===== config.mk =====
export PLATFORM = sky130hd
export DESIGN_NAME = uart_rx
export DESIGN_NICKNAME = d
export VERILOG_FILES = /design/src/rtl/uart_pkg.sv /design/src/rtl/sync_2ff.sv /design/src/rtl/uart_rx.sv
export SDC_FILE = /design/constraint.sdc
export NUM_CORES = 1
export LEC_CHECK = 0
export CAP_MARGIN = 40
export CORE_UTILIZATION = 60
export CTS_BUF_LIST = sky130_fd_sc_hd__clkbuf_8
export DETAILED_ROUTE_END_ITERATION = 16
export PLACE_DENSITY = 0.83
export SLEW_MARGIN = 5
export SYNTH_ARGS = -nofsm -noshare
export SYNTH_HDL_FRONTEND = slang
export SYNTH_HIERARCHICAL = 1
export SYNTH_SLANG_ARGS = --single-unit
export TNS_END_PERCENT = 10

===== constraint.sdc =====
create_clock -name clk -period 3.4 [get_ports clk]
set_input_delay 0.51 -clock clk [delete_from_list [all_inputs] [get_ports clk]]
set_output_delay 0.51 -clock clk [all_outputs]
set_load 0.1 [all_outputs]

===== src/rtl/uart_pkg.sv =====
// Shared UART definitions: frame constants and receiver state encoding.
package uart_pkg;

  localparam int unsigned UART_DATA_BITS  = 8;
  localparam logic        UART_IDLE_LEVEL = 1'b1;

  typedef enum logic [2:0] {
    StIdle,
    StStart,
    StData,
    StStop,
    StBreak
  } uart_rx_state_e;

endpackage


===== src/rtl/sync_2ff.sv =====
// Two-flop synchroniser for a single asynchronous input.
module sync_2ff #(
  parameter logic ResetValue = 1'b0
) (
  input  logic clk_i,
  input  logic rst_ni,
  input  logic d_i,
  output logic q_o
);

  logic meta_q, sync_q;

  // Shift the raw input through two flops to settle metastability.
  always_ff @(posedge clk_i or negedge rst_ni) begin
    if (!rst_ni) begin
      meta_q <= ResetValue;
      sync_q <= ResetValue;
    end else begin
      meta_q <= d_i;
      sync_q <= meta_q;
    end
  end

  assign q_o = sync_q;

endmodule


===== src/rtl/uart_rx.sv =====
// 8N1 UART receiver with start/stop validation and a one-entry valid/ack output register.
module uart_rx
  import uart_pkg::*;
#(
  parameter int unsigned DIV_WIDTH = 8
) (
  input  logic                      clk,
  input  logic                      rst_n,
  input  logic                      rx,
  input  logic [DIV_WIDTH-1:0]      div,
  output logic [UART_DATA_BITS-1:0] data,
  output logic                      valid,
  input  logic                      ack,
  output logic                      busy,
  output logic                      frame_err,
  output logic                      overrun
);

  localparam int unsigned BitIdxW = $clog2(UART_DATA_BITS);
  localparam logic [BitIdxW-1:0] LastIdx = BitIdxW'(UART_DATA_BITS - 1);
  localparam logic [BitIdxW-1:0] IdxOne = BitIdxW'(1);
  localparam logic [DIV_WIDTH:0] TimerOne = (DIV_WIDTH + 1)'(1);

  logic rx_s;

  uart_rx_state_e state_q, state_d;
  // One extra MSB: it sets only when the counter underflows past zero, which is the tick.
  logic [DIV_WIDTH:0]          timer_q, timer_d;
  logic [DIV_WIDTH-1:0]        div_q, div_d;
  logic [UART_DATA_BITS-1:0]   shift_q, shift_d;
  logic [UART_DATA_BITS-1:0]   data_q, data_d;
  logic [BitIdxW-1:0]          idx_q, idx_d;
  logic                        valid_q, valid_d;
  logic                        frame_err_q, frame_err_d;
  logic                        overrun_q, overrun_d;
  logic                        tick;
  logic                        deliver;

  sync_2ff #(
    .ResetValue (UART_IDLE_LEVEL)
  ) u_rx_sync (
    .clk_i  (clk),
    .rst_ni (rst_n),
    .d_i    (rx),
    .q_o    (rx_s)
  );

  assign tick = timer_q[DIV_WIDTH];

  // Frame FSM, bit timer and output handshake next-state logic.
  always_comb begin
    state_d     = state_q;
    timer_d     = timer_q - TimerOne;
    div_d       = div_q;
    shift_d     = shift_q;
    idx_d       = idx_q;
    data_d      = data_q;
    valid_d     = valid_q;
    frame_err_d = 1'b0;
    overrun_d   = 1'b0;
    deliver     = 1'b0;

    case (state_q)
      StIdle: begin
        timer_d = timer_q;
        if (rx_s != UART_IDLE_LEVEL) begin
          state_d = StStart;
          div_d   = div;
          // Half a period so the first tick lands mid start bit.
          timer_d = {2'b00, div[DIV_WIDTH-1:1]};
        end
      end
      StStart: begin
        if (tick) begin
          timer_d = {1'b0, div_q};
          if (rx_s == UART_IDLE_LEVEL) begin
            state_d = StIdle;
          end else begin
            state_d = StData;
            idx_d   = '0;
          end
        end
      end
      StData: begin
        if (tick) begin
          timer_d = {1'b0, div_q};
          shift_d = {rx_s, shift_q[UART_DATA_BITS-1:1]};
          idx_d   = idx_q + IdxOne;
          if (idx_q == LastIdx) begin
            state_d = StStop;
          end
        end
      end
      StStop: begin
        if (tick) begin
          timer_d = {1'b0, div_q};
          if (rx_s == UART_IDLE_LEVEL) begin
            deliver = 1'b1;
            state_d = StIdle;
          end else begin
            frame_err_d = 1'b1;
            state_d     = StBreak;
          end
        end
      end
      StBreak: begin
        timer_d = timer_q;
        if (rx_s == UART_IDLE_LEVEL) begin
          state_d = StIdle;
        end
      end
      default: begin
        state_d = StIdle;
      end
    endcase

    if (valid_q && ack) begin
      valid_d = 1'b0;
    end
    // A byte landing in the same cycle as a consume replaces the old one without overrun.
    if (deliver) begin
      if (!valid_q || ack) begin
        data_d  = shift_q;
        valid_d = 1'b1;
      end else begin
        overrun_d = 1'b1;
      end
    end
  end

  // State and datapath registers.
  always_ff @(posedge clk or negedge rst_n) begin
    if (!rst_n) begin
      state_q     <= StIdle;
      timer_q     <= '0;
      div_q       <= '0;
      shift_q     <= '0;
      idx_q       <= '0;
      data_q      <= '0;
      valid_q     <= 1'b0;
      frame_err_q <= 1'b0;
      overrun_q   <= 1'b0;
    end else begin
      state_q     <= state_d;
      timer_q     <= timer_d;
      div_q       <= div_d;
      shift_q     <= shift_d;
      idx_q       <= idx_d;
      data_q      <= data_d;
      valid_q     <= valid_d;
      frame_err_q <= frame_err_d;
      overrun_q   <= overrun_d;
    end
  end

  assign data      = data_q;
  assign valid     = valid_q;
  assign busy      = (state_q != StIdle);
  assign frame_err = frame_err_q;
  assign overrun   = overrun_q;

endmodule


==> impl_metrics.ini, run 1 <==
[route]
drc = 0
ant_nets = 0
wire_per_inst_um = 17.3
finalWirelength_mm = 4.41
num_vias = 1537
drt_first_pass_iters = 4
vias_per_cell = 6.03
drt_iter0_markers = 155

[worst_setup_path]
critPathArrivalTime_ns = 1.66
crit_type = reg2out
crit_fanout = 19
critPathRequiredTime_ns = 2.89
endpoint_kind = output pin
worstSetupStartpointType = flop

[power_and_ir_drop]
total_power_mw = 1.67
vdd_ir_drop_max_v = 0.000535
leakage_nw = 1.19
power.density_nw_per_um2 = 637

[floorplan]
die_area_um2 = 3790
start_util_pct = 63.4
ioPinCount = 24
coreArea_um2 = 3360
die_y_um = 61.6
die_w_um = 61.6
rows = 21

[timing]
fin_skew_ns = 0.00854
setup_viol = 0
maxSlewViolCount = 0
relSlewSlack_pct = 52.6
fmax_mhz = 460
tightest_slew_ns = 0.711
period_share_pct = 63.9
rsz0062_at_grt = no
hold_violations = 0
tns_ns = 0
min_period_ns = 2.17

[logic_synthesis]
synth_area_um2 = 2130
synth_nets = 192
synth_seq_cells = 44
synth.area.mux_share_pct = 15.1
synthArstFlopShare_pct = 100
yosysUniqueCellTypes = 42
synth.avg_cell_area_um2 = 12.1
syn_inst = 176
synth_warnings = 6
ys.flop_type = dfrtp_1
synth_xor_area_share_pct = 0
synth_fa_ha_area_share_pct = 2.35
synth_compound_area_share_pct = 13.0
ys_seq_area_share_pct = 51.8
synth-edff-count = 0
synth_top_family_by_area = multiplexers
yosys.area_share.simple_pct = 13.2

[global_routing]
grt_pass1_vias = 1537
grt_first_pass_wirelength_mm = 7.07
grt_use_total_pct = 26.9
grt_max_degree = 25
gr-total-overflow = 0
antenna_found_initial = 0

[finish]
layout-drive-gt1-share_pct = 27.8
area_growth_pct = 23.4
diodes = 0
nets = 224
design_area_um2 = 2630

[clock_tree]
htree_num_levels = 2
clk-insertion-delay-late_ns = 0.31
cts_resized = 0
cts.path.max_buffers = 2
clkSinkCount = 44
cts_tree = done
cts_hold_buf = 0
postCtsSetupBuffers = 0
path_clk_slew_ns = 0.08
cts-buffers-inserted = 5
cts_root_buffer = clkbuf_8

[placed_design]
post-dp-hpwl_mm = 3.17
place_congestion = 0.787
dpl-instance-area_um2 = 2540
port_buffers = 23

[flow_run]
cap_violations = 0

[hold_path]
hp-class = in2async

[outcome]
outcome = finished, final reports clean
placed cells by master (no fill, tap or decap), drive strengths merged, types with 2 or more instances in the layout:
cell	count
a311oi	2
clkbuf	6
o221ai	2
nand3	2
o22ai	2
o22a	3
o32ai	2
clkinv	2
or3	3
a31oi	4
nor2b	3
nor3	2
dfrtp	42
a21oi	5
buf	15
nor2	11
nand2	8
dfstp	2
and2	3
nand2b	3
a211oi	2
mux2	25
ha	4
o21ai	11
a22o	5
inv	6
nor3b	6
clkdlybuf4s50	21
routing by layer:
layer	vias to the layer above	global-route usage, %	routed length [um]	share of wire, %
met4	0	10.5	70	1.6
met3	7	7.77	187	4.2
met1	783	32.2	1800	41
met5	-	0	0	0
met2	39	45.8	2350	53
li1	708	-	-	-
cell families after synthesis:
family,after synthesis
AOI/OAI and AO/OA,40
and+or+nand+nor,45
muxes,26
DFF,44
buffers and inverters,17
adders and majority gates,4
cells in the mapped netlist, types with 3 or more instances:
| cell type | number | area share [%] |
|---|---|---|
| nor2_1 | 10 | 1.8 |
| nand2_1 | 8 | 1.4 |
| and2_1 | 3 | 0.88 |
| a31oi_1 | 4 | 1.2 |
| buf_2 | 6 | 1.4 |
| a22o_1 | 5 | 2.1 |
| buf_6 | 3 | 1.6 |
| mux2_4 | 8 | 5.6 |
| nor3b_1 | 6 | 2.1 |
| dfrtp_1 | 42 | 49 |
| a21oi_1 | 4 | 0.94 |
| mux2_2 | 17 | 9.0 |
| ha_1 | 4 | 2.3 |
| o21ai_0 | 10 | 2.3 |
| o22a_1 | 3 | 1.2 |
| inv_1 | 6 | 1.1 |
through the flow:
step	hold slack (ns)	util, %	worst slack, ns	cells
floorplan	0.214	-	1.57	176
global placement	0.347	69.7	1.43	235
detailed placement	0.351	75.4	1.42	247
CTS	0.190	78.2	1.24	255
global route	0.208	78.2	1.07	255
finish	0.172	78.2	1.23	255
final timing paths:
path,end,depth (start not counted),slack [ns],startpoint
max,busy,2,1.23,state_q[2]
min,timer_q[0],1,0.17,rst_n
max reg2reg,timer_q[8],9,1.37,timer_q[0]
min reg2reg,u_rx_sync/q_o,0,0.36,u_rx_sync/meta_q
max in group asynchronous,data[3],2,2.73,rst_n
min in group clk,u_rx_sync/q_o,0,0.36,u_rx_sync/meta_q
worst max-delay path, cell delays in order (launching register included):
cell,delay (ns)
dfrtp_1,0.81
or3_4,0.27
buf_4,0.29
where the power goes:
| part | internal, mW | switching, mW | total, mW |
|---|---|---|---|
| logic | 0.266 | 0.283 | 0.550 |
| clock network | 0.162 | 0.176 | 0.338 |
| registers | 0.647 | 0.140 | 0.787 |
| total | 1.08 | 0.599 | 1.67 |
registers in the layout (all words and copies together), names as in the netlist:
register and flops:
overrun 1, u_rx_sync/meta_q 1, u_rx_sync/q_o 1, div_q 8
shift_q 8, idx_q 3, data 8, frame_err 1
state_q 3, valid 1, timer_q 9
final cells by class:
| type | count | area, um^2 |
|---|---|---|
| clock buffers | 6 | 82.6 |
| clock inverters | 2 | 10.0 |
| fillers | 221 | 734 |
| inverters | 6 | 22.5 |
| multi-input cells | 115 | 930 |
| flip-flops and latches | 44 | 1100 |
| well taps | 46 | 57.6 |
| repair buffers | 36 | 423 |
Power figures use the tool's default switching activity.
==> run 2: changes to the inputs <==
CORE_UTILIZATION = 52   (was 60)
PLACE_DENSITY = 0.77   (was 0.83)
clock period = 1.76 ns   (was 3.4 ns; I/O delays follow)
==> impl_metrics.ini, run 2 (synthesis gave the netlist of run 1 again) <==
[outcome]
outcome = complete, but fails checks
violations = setup timing

[worst_setup_path]
crit_type = reg2reg
critPathRequiredTime_ns = 1.96
startpoint = timer_q[1]
worstSetupStartpointType = flop
reg2reg_from = timer_q[1]
endpoint_kind = flop
critPathArrivalTime_ns = 2.03
crit_fanout = 3

[timing]
maxSlewViolCount = 0
setup_ws_ns = -0.0689
fin_skew_ns = 0.00780
rsz0062_at_grt = yes
setup_viol = 1
relSlewSlack_pct = 66.6
hold_violations = 0
holdWs_ns = 0.360
tightest_slew_ns = 0.502
period_share_pct = 104
fmax_mhz = 547
min_period_ns = 1.83

[floorplan]
die_area_um2 = 4360
die_w_um = 66.0
die_y_um = 66.0
rows = 22
coreArea_um2 = 3800
ioPinCount = 24
start_util_pct = 56.1

[clock_tree]
cts_tree = done
clkSinkCount = 44
cts-buffers-inserted = 5
cts_root_buffer = clkbuf_8
path_clk_slew_ns = 0.08
clk-insertion-delay-late_ns = 0.30
cts.path.max_buffers = 2
htree_num_levels = 2

[route]
drt_iter0_markers = 108
wire_per_inst_um = 16.6
drt_first_pass_iters = 4
num_vias = 1520
drc = 0
finalWirelength_mm = 4.35
ant_nets = 0
vias_per_cell = 5.78

[finish]
largest_register_ff_count = 9
diodes = 0
seqCellArea_um2 = 1100
multi_input_comb_area_um2 = 963
nets = 230
postLayoutCoreUtil_pct = 72.8
fillers = 255
final_cell_mix = dfrtp_1, mux2_2, buf_4
area_growth_pct = 29.8
regMostFlops = timer_q
layout-drive-gt1-share_pct = 38.1
final_cells = 263
layout_commonest_cell = dfrtp_1

[power_and_ir_drop]
vdd_ir_drop_max_v = 0.000814
leakage_nw = 1.25
power_frac_comb_pct = 38.3
p_sw_mw = 1.24
p_seq_share_pct = 40.7
clockPowerShare_pct = 21.0
power.density_nw_per_um2 = 1310
swShare_pct = 34.3
p_int_mw = 2.38

[global_routing]
gr-total-overflow = 0
grt_pass1_vias = 1502
antenna_found_initial = 0
grt_max_degree = 24
grt_first_pass_wirelength_mm = 7.04
grt_use_total_pct = 22.2

[hold_path]
hp-class = reg2reg
hp-start = u_rx_sync/meta_q

[placed_design]
place_congestion = 0.826
dp.cells = 249
port_buffers = 23
pre_cts_ws_ns = -0.123
post-dp-hpwl_mm = 3.03

[flow_run]
cap_violations = 0
-- run 2: power groups by stage --
stage	Combinational (mW)	Clock [mW]	Sequential, mW
4_1_cts	1.23	0.784	1.46
3_5_place_dp	1.23	0	1.47
3_3_place_gp	1.15	0	1.46
2_1_floorplan	0.882	0	1.44
5_1_grt	1.51	0.829	1.50
6_report	1.39	0.762	1.48
-- run 2: critical path, stage by stage (launching register included) --
cell,delay (ns)
dfrtp_1,0.41
inv_2,0.09
ha_4,0.15
nor3b_4,0.19
nand2_1,0.10
nor2_1,0.15
ha_2,0.19
and2_4,0.13
a211oi_2,0.03
a311oi_1,0.29
-- run 2: final timing paths --
path | to | slack (ns) | cells after the start
worst max-delay path | timer_q[8] | -0.07 | 9
worst min-delay path | u_rx_sync/q_o | 0.36 | 0
worst max register to register | timer_q[8] | -0.07 | 9
worst min register to register | u_rx_sync/q_o | 0.36 | 0
max in group asynchronous | div_q[0] | 0.81 | 3
min in group asynchronous | data[4] | 0.45 | 2
-- run 2: repair_timing --
action / 4_1_cts / 5_1_grt
pin swaps: 1 / 4
hold buffers: 1 / 0
endpoints found under the setup margin: 1 / 1
hold endpoints to repair: 19 / 0
resized for setup: 1 / 8
buffers inserted: 0 / 5
-- run 2: layer usage --
layer | part of all wire, % | track usage [%] | wire length [um] | vias to the layer above
li1 | - | - | - | 715
met1 | 44 | 30.1 | 1920 | 752
met2 | 50 | 33.8 | 2180 | 47
met3 | 4.6 | 6.90 | 199 | 6
met4 | 1.2 | 7.45 | 52 | 0
met5 | 0 | 0 | 0 | -
-- run 2: cell type report --
class	count	area share [%]
Sequential cell	44	40.0
Multi-Input combinational cell	115	34.8
Timing Repair Buffer	42	18.2
Clock buffer	5	2.49
Tap cell	48	2.17
Clock inverter	3	1.54
Inverter	6	0.814
-- run 2: per-stage QoR --
stage / area, um^2 / power (mW) / TNS, ns
4_1_cts: 2700 / 3.48 / 0
3_5_place_dp: 2570 / 2.70 / -0.123
5_1_grt: 2770 / 3.85 / -0.116
2_1_floorplan: 2130 / 2.33 / 0
6_report: 2770 / 3.63 / -0.0689
3_3_place_gp: 2570 / 2.62 / 0
==> run 3: changes to the inputs <==
CELL_PAD_IN_SITES_DETAIL_PLACEMENT = 1   (was default)
CELL_PAD_IN_SITES_GLOBAL_PLACEMENT = 1   (was default)
CORE_UTILIZATION = 23   (was 52)
PLACE_DENSITY = 0.47   (was 0.77)
RECOVER_POWER = 100   (was default)
==> impl_metrics.ini, run 3 (synthesis gave the netlist of run 1 again) <==
[worst_setup_path]
worstSetupStartpointType = flop
crit_fanout = 8
rrSetupSlack_ns = 0.07
endpoint_kind = output pin
crit_type = reg2out
critPathRequiredTime_ns = 1.50
critPathArrivalTime_ns = 1.42

[finish]
nets = 237
layout_commonest_cell = dfrtp_1
area_growth_pct = 25.1
final_cell_mix = dfrtp_1, buf_4, mux2_2
largest_register_ff_count = 9
diodes = 0
regMostFlops = timer_q
layout-drive-gt1-share_pct = 37.8
postLayoutCoreUtil_pct = 30.1

[power_and_ir_drop]
power.density_nw_per_um2 = 1320
clockPowerShare_pct = 19.6
p_sw_mw = 1.24
leakage_nw = 1.23
power_frac_comb_pct = 39.4
p_seq_share_pct = 41.0
p_int_mw = 2.27
swShare_pct = 35.3
vdd_ir_drop_max_v = 0.000331

[timing]
hold_violations = 0
fin_skew_ns = 0.00537
setup_viol = 0
period_share_pct = 95.9
tns_ns = 0
relSlewSlack_pct = 63.9
tightest_slew_ns = 0.544
min_period_ns = 1.69
maxSlewViolCount = 0
rsz0062_at_grt = yes
fmax_mhz = 592

[placed_design]
place_congestion = 0.766
post-dp-hpwl_mm = 3.63
port_buffers = 23

[clock_tree]
clkSinkCount = 44
htree_num_levels = 2
cts-buffers-inserted = 5
cts_root_buffer = clkbuf_8
clk-insertion-delay-late_ns = 0.30
cts_tree = done
cts.path.max_buffers = 2
path_clk_slew_ns = 0.09

[route]
wire_per_inst_um = 15.1
drt_first_pass_iters = 6
finalWirelength_mm = 4.98
drc = 0
drt_iter0_markers = 40
vias_per_cell = 4.62
ant_nets = 0
num_vias = 1526

[floorplan]
coreArea_um2 = 8850
die_y_um = 98.3
start_util_pct = 24.1
die_area_um2 = 9650
ioPinCount = 24
rows = 34
die_w_um = 98.3

[global_routing]
gr-total-overflow = 0
grt_max_degree = 20
antenna_found_initial = 0
grt_first_pass_wirelength_mm = 8.66
grt_pass1_vias = 1678
grt_use_total_pct = 11.4

[flow_run]
cap_violations = 0

[hold_path]
hp-class = reg2reg

[outcome]
outcome = finished, final reports clean
-- run 3: layout make-up --
cell class | count | area (um^2)
Clock buffer | 6 | 82.6
Clock inverter | 2 | 15.0
Fill cell | 1013 | 6180
Inverter | 6 | 22.5
Multi-Input combinational cell | 115 | 940
Sequential cell | 44 | 1100
Tap cell | 108 | 135
Timing Repair Buffer | 49 | 367
-- run 3: metrics by stage --
stage | area [um^2] | hold slack, ns | worst slack (ns) | cells | power, mW
after detailed placement | 2700 | 0.264 | 0.00333 | 319 | 2.85
final | 2670 | 0.364 | 0.0721 | 330 | 3.52
after CTS | 2810 | 0.352 | 0.0165 | 328 | 3.57
after global placement | 2700 | 0.262 | 0.0439 | 319 | 2.83
after global routing | 2670 | 0.372 | -0.0568 | 330 | 3.79
after floorplan | 2130 | -0.0316 | 0.0439 | 176 | 2.33
-- run 3: critical path: stages (launching register included) --
cell and delay (ns):
dfrtp_1 0.50, or3_4 0.45, buf_12 0.18
-- run 3: power groups by stage --
| stage | combinational, mW | clock (mW) | sequential [mW] |
|---|---|---|---|
| floorplan | 0.882 | 0 | 1.44 |
| global placement | 1.37 | 0 | 1.46 |
| detailed placement | 1.39 | 0 | 1.46 |
| CTS | 1.40 | 0.731 | 1.45 |
| global route | 1.55 | 0.759 | 1.48 |
| finish | 1.38 | 0.690 | 1.44 |
-- run 3: worst paths after layout --
check                                 start            end  cells after the start
min reg2reg                u_rx_sync/meta_q  u_rx_sync/q_o                      0
min in group asynchronous             rst_n     timer_q[3]                      2
min                        u_rx_sync/meta_q  u_rx_sync/q_o                      0
max in group asynchronous             rst_n  u_rx_sync/q_o                      3
max                              state_q[1]           busy                      2
max reg2reg                      state_q[1]       div_q[4]                      3
-- run 3: routing by layer --
layer | share of wire, % | GRT usage (%) | up-vias
li1 | - | - | 724
met1 | 49 | 15.4 | 780
met2 | 48 | 18.0 | 17
met3 | 2.2 | 2.22 | 5
met4 | 1.3 | 4.13 | 0
met5 | 0 | 0 | -
-- run 3: timing repair --
| item | CTS | global route |
|---|---|---|
| pin swaps | 0 | 2 |
| endpoints found under the setup margin | 1 | 3 |
| hold endpoints to repair | 17 | 0 |
| setup buffers | 0 | 2 |
| hold buffers | 1 | 0 |
| resized for setup | 1 | 4 |
| gates cloned | 0 | 0 |
